$ cat config.mk
export PLATFORM = sky130hd
export DESIGN_NAME = lsu_mem_master
export DESIGN_NICKNAME = d
export VERILOG_FILES = /design/src/rtl/lsu_mem_master.sv
export SDC_FILE = /design/constraint.sdc
export NUM_CORES = 1
export LEC_CHECK = 0
export ABC_AREA = 1
export CORE_MARGIN = 8
export CORE_UTILIZATION = 30
export CTS_CLUSTER_DIAMETER = 40
export DETAILED_ROUTE_END_ITERATION = 12
export GPL_ROUTABILITY_DRIVEN = 0
export SYNTH_ARGS = -nofsm -noshare
export SYNTH_HDL_FRONTEND = slang
export SYNTH_SLANG_ARGS = --single-unit
$ cat constraint.sdc
create_clock -name clk -period 6.47 [get_ports clk]
set_input_delay 1.294 -clock clk [delete_from_list [all_inputs] [get_ports clk]]
set_output_delay 1.294 -clock clk [all_outputs]
set_load 0.02 [all_outputs]
$ cat src/rtl/lsu_mem_master.sv
// rtl/lsu_mem_master.sv - RV32I load/store initiator with sub-word extract and read-modify-write
module lsu_mem_master #(
    parameter int MEM_DEPTH = 1024
) (
    input  logic        clk,
    input  logic        rst,
    input  logic        req_valid,
    output logic        req_ready,
    input  logic        req_we,
    input  logic [2:0]  req_funct3,
    input  logic [31:0] req_addr,
    input  logic [31:0] req_wdata,
    output logic        rsp_valid,
    output logic [31:0] rsp_rdata,
    output logic        rsp_err,
    output logic        mem_we,
    output logic [31:0] mem_a,
    output logic [31:0] mem_wd,
    input  logic [31:0] mem_rd
);

    typedef enum logic [2:0] {
        S_IDLE,
        S_LOAD,
        S_RMW_RD,
        S_WRITE,
        S_RESP,
        S_ERR
    } state_t;

    localparam logic [31:0] DEPTH_W = 32'(MEM_DEPTH);

    state_t      state, state_nxt;
    logic [2:0]  f3_q;
    logic [1:0]  off_q;
    logic [31:0] wdata_q;
    logic        acc;
    logic        req_err;
    logic [7:0]  byte_sel;
    logic [15:0] half_sel;
    logic [31:0] load_ext;
    logic [31:0] merged;

    assign req_ready = (state == S_IDLE);
    assign acc       = req_valid && req_ready;
    assign mem_we    = (state == S_WRITE);
    assign rsp_valid = (state == S_RESP) || (state == S_ERR);
    assign rsp_err   = (state == S_ERR);

    // Alignment, funct3 legality and range are all decided on the unlatched request.
    always_comb begin
        req_err = 1'b0;
        if (req_we) begin
            case (req_funct3)
                3'd0:    req_err = 1'b0;
                3'd1:    req_err = req_addr[0];
                3'd2:    req_err = |req_addr[1:0];
                default: req_err = 1'b1;
            endcase
        end else begin
            case (req_funct3)
                3'd0, 3'd4: req_err = 1'b0;
                3'd1, 3'd5: req_err = req_addr[0];
                3'd2:       req_err = |req_addr[1:0];
                default:    req_err = 1'b1;
            endcase
        end
        if ({2'b00, req_addr[31:2]} >= DEPTH_W) begin
            req_err = 1'b1;
        end
    end

    always_comb begin
        byte_sel = mem_rd[{off_q, 3'b000} +: 8];
        half_sel = off_q[1] ? mem_rd[31:16] : mem_rd[15:0];
        case (f3_q)
            3'd0:    load_ext = {{24{byte_sel[7]}}, byte_sel};
            3'd1:    load_ext = {{16{half_sel[15]}}, half_sel};
            3'd4:    load_ext = {24'h0, byte_sel};
            3'd5:    load_ext = {16'h0, half_sel};
            default: load_ext = mem_rd;
        endcase
    end

    always_comb begin
        merged = mem_rd;
        case (f3_q)
            3'd0: merged[{off_q, 3'b000} +: 8] = wdata_q[7:0];
            3'd1: begin
                if (off_q[1]) merged[31:16] = wdata_q[15:0];
                else          merged[15:0]  = wdata_q[15:0];
            end
            default: merged = wdata_q;
        endcase
    end

    always_comb begin
        state_nxt = state;
        case (state)
            S_IDLE: begin
                if (acc) begin
                    if (req_err)                 state_nxt = S_ERR;
                    else if (!req_we)            state_nxt = S_LOAD;
                    else if (req_funct3 == 3'd2) state_nxt = S_WRITE;
                    else                         state_nxt = S_RMW_RD;
                end
            end
            S_LOAD:   state_nxt = S_RESP;
            S_RMW_RD: state_nxt = S_WRITE;
            S_WRITE:  state_nxt = S_RESP;
            S_RESP:   state_nxt = S_IDLE;
            S_ERR:    state_nxt = S_IDLE;
            default:  state_nxt = S_IDLE;
        endcase
    end

    always_ff @(posedge clk or negedge rst) begin
        if (!rst) begin
            state     <= S_IDLE;
            f3_q      <= 3'd0;
            off_q     <= 2'd0;
            wdata_q   <= 32'h0;
            mem_a     <= 32'h0;
            mem_wd    <= 32'h0;
            rsp_rdata <= 32'h0;
        end else begin
            state <= state_nxt;
            if (acc) begin
                f3_q      <= req_funct3;
                off_q     <= req_addr[1:0];
                wdata_q   <= req_wdata;
                mem_a     <= {2'b00, req_addr[31:2]};
                rsp_rdata <= 32'h0;
                if (req_we && (req_funct3 == 3'd2) && !req_err) begin
                    mem_wd <= req_wdata;
                end
            end
            if (state == S_LOAD) begin
                rsp_rdata <= load_ext;
            end
            if (state == S_RMW_RD) begin
                mem_wd <= merged;
            end
        end
    end

endmodule

==> flow_metrics.tcl <==
set metrics [dict create \
    clkPwrFrac_pct 22.1 \
    maxSlewViolCount 0 \
    drt_wl_total_microns 29800 \
    p_sw_mw 2.05 \
    fin_util_pct 40.5 \
    hold_viol 0 \
    postRouteAntennaNets 0 \
    ys_ff_latch 134 \
    tightest_slew_ns 1.23 \
    die_w_microns 181 \
    end_kind "output port" \
    fp.dieH_microns 181 \
    crit_fanout 9 \
    start_util_pct 30.5 \
    worstSetupPathType "flip-flop to output port" \
    track_usage_pct 18.0 \
    syn_inst 1203 \
    drc 0 \
    p_per_area_mw_per_mm2 419 \
    dp.cells 1677 \
    power_frac_seq_pct 29.5 \
    path_clk_slew_ns 0.06 \
    cts.sinks 134 \
    rsz0062_at_grt "no" \
    vdd_ir_drop_max_v 0.000224 \
    syn_to_final_growth_pct 32.6 \
    wl_per_cell_microns 17.4 \
    pre_cts_ws_ns 2.93 \
    rr_startpoint "f3_q[1]" \
    cts-root-buf "clkbuf_16" \
    die-area_sq_mm 0.0329 \
    slew_headroom_pct 18.0 \
    clockBufferDepth 2 \
    clock_latency_ns 0.43 \
    drt-initial-drc-count 676 \
    fmax_mhz 311 \
    syn_avg_cell_area_sq_um 6.82 \
    postCtsSetupRepairBufs 0 \
    power.leakage_nw 5.24 \
    finalNetCount 1463 \
    rr_endpoint "rsp_rdata[16]" \
    io_pins 203 \
    cts_buffers 17 \
    combPwrFrac_pct 48.4 \
    setup_slack_ns 3.25 \
    crit_arrival_ns 1.92 \
    hold-path-endpoint "mem_a[13]" \
    globalRouteOverflowTotal 0 \
    crit_required_ns 5.18 \
    worst_path_largest_cell_delay_ns 0.67 \
    hp-class "flip-flop to flip-flop" \
    swShare_pct 45.0 \
    cp-start-kind "flip-flop" \
    grt_max_degree 92 \
    yosysSeqAreaShare_pct 40.9 \
    instances_no_fill 1709 \
    post_dp_cell_area_sq_mm 0.0103 \
    fin_skew_ns 0.0117 \
    grt_first_pass_wirelength_microns 46800 \
    syn_area_sq_mm 0.00820 \
    fill_cells 2865 \
    setup_viol 0 \
    post-route-period-util_pct 49.7 \
    final_area_sq_mm 0.0109 \
    reg2reg_depth 7 \
    core_area_sq_mm 0.0269 \
    cp_slowest_cell "clkdlybuf4s50_1" \
    cts_max_level 4 \
    fin_total_pwr_mw 4.56 \
    rrSetupSlack_ns 3.44 \
    hold_depth 2 \
    dp_hpwl_microns 21600 \
    post-route-min-period_ns 3.22 \
    cts_tree "done" \
    vias_per_cell 4.92 \
    cap_violations 0 \
    grt_pass1_vias 8355 \
    whs_ns 0.480 \
    cts_hold_buf 0 \
    tns_ns 0 \
    cts_resized 0 \
    min_from "mem_a[13]" \
    antenna_found_initial 1 \
    ys_top_cells_by_area "dfrtp_1, nand2_1, nor2_1" \
    crit_chain "nor3_4 -> clkdlybuf4s50_1" \
    drive_gt1_share_pct 6.73 \
    outcome "completed" \
    rows 60 \
    ys_warn_count 0 \
    synth_cell_type_count 34 \
    vias 8404 \
    synth_top_area_cell "dfrtp_1" \
    p_int_mw 2.51 \
    io_buffers 200 \
    netlist.area_leader.share_pct 40.9 \
    drtPass1Iterations 5 \
]
-- power groups by stage --
stage / clock network [mW] / registers (mW) / logic, mW
floorplan: 0 / 1.49 / 1.25
CTS: 1.02 / 1.34 / 2.20
global placement: 0 / 1.35 / 2.18
finish: 1.01 / 1.35 / 2.20
detailed placement: 0 / 1.35 / 2.19
global route: 1.05 / 1.38 / 2.45
-- cell families (layout without fill, tap and decap cells) --
kind of cell	after synthesis	in the layout	synth area share, %
fa+ha+maj	5	5	0.763
flops	134	134	40.9
simple gates	750	750	39.5
other cells	1	3	0.0457
buf+inv	164	327	9.21
compound gates	149	149	9.60
-- layer usage --
layer  vias up  GRT usage, %  wire length [microns]
met1      3958          22.1                  12700
li1       4097             -                      -
met4         2          5.25                    645
met2       310          29.1                  13800
met5         -             0                     13
met3        37          6.38                   2650
-- how the worst max path moves through the flow --
stage	from	end	slack (ns)	cells after the start
global route	state[1]	req_ready	3.17	2
CTS	state[1]	req_ready	3.22	2
floorplan	state[1]	rsp_err	4.17	2
detailed placement	req_valid	mem_wd[0]	2.93	7
global placement	req_valid	mem_wd[0]	2.94	7
finish	state[1]	req_ready	3.25	2
-- critical path, delay by kind of cell (launching register included) --
kind | cells | cell delay (ns)
AND/OR/NAND/NOR | 1 | 0.30
buffers and inverters | 1 | 0.67
flip-flops | 1 | 0.53
-- state kept, by name, indices dropped and copies added (netlist names) --
register	cells
rsp_rdata	32
off_q	2
mem_wd	32
wdata_q	32
f3_q	3
state	3
mem_a	30
-- cell usage after synthesis (all sizes together) --
cell type,count
nor2,143
o21bai,1
o221ai,6
o2111ai,1
a21oi,51
nand4,18
nor4,1
o21ai,87
ha,5
nor3,2
clkinv,1
nand2,475
buf,57
o21a,1
nand3,110
o211ai,2
clkbuf,19
dfrtp,134
conb,1
inv,87
or2,1
-- cell type report --
cell class	count	area (sq um)	area share, %
multi-input cells	906	4110	37.7
flip-flops and latches	134	3350	30.8
repair buffers	208	2060	19.0
clock buffers	19	443	4.07
well taps	341	427	3.92
inverters	88	330	3.04
clock inverters	12	154	1.41
diodes	1	2.50	0.0230
-- cell usage in the layout (no fill, tap or decap), types with 2 or more instances in the layout --
cell | synthesis | final
clkinv_2 | 0 | 3
o21ai_0 | 76 | 76
o221ai_1 | 6 | 6
inv_2 | 7 | 7
clkinvlp_4 | 0 | 3
nor2_1 | 137 | 136
nor2_2 | 2 | 3
clkdlybuf4s50_1 | 0 | 199
o21ai_1 | 11 | 11
bufinv_16 | 0 | 3
clkinv_4 | 0 | 2
nand3_1 | 78 | 78
conb_1 | 1 | 2
nand2_2 | 2 | 2
clkbuf_16 | 0 | 17
nand3_2 | 32 | 31
nand4_1 | 17 | 17
inv_1 | 80 | 80
ha_1 | 5 | 5
buf_4 | 14 | 8
nand2_1 | 472 | 472
nor2_4 | 4 | 4
dfrtp_1 | 134 | 134
a21oi_1 | 51 | 51
Note: power is estimated with default switching activity, not from simulation.
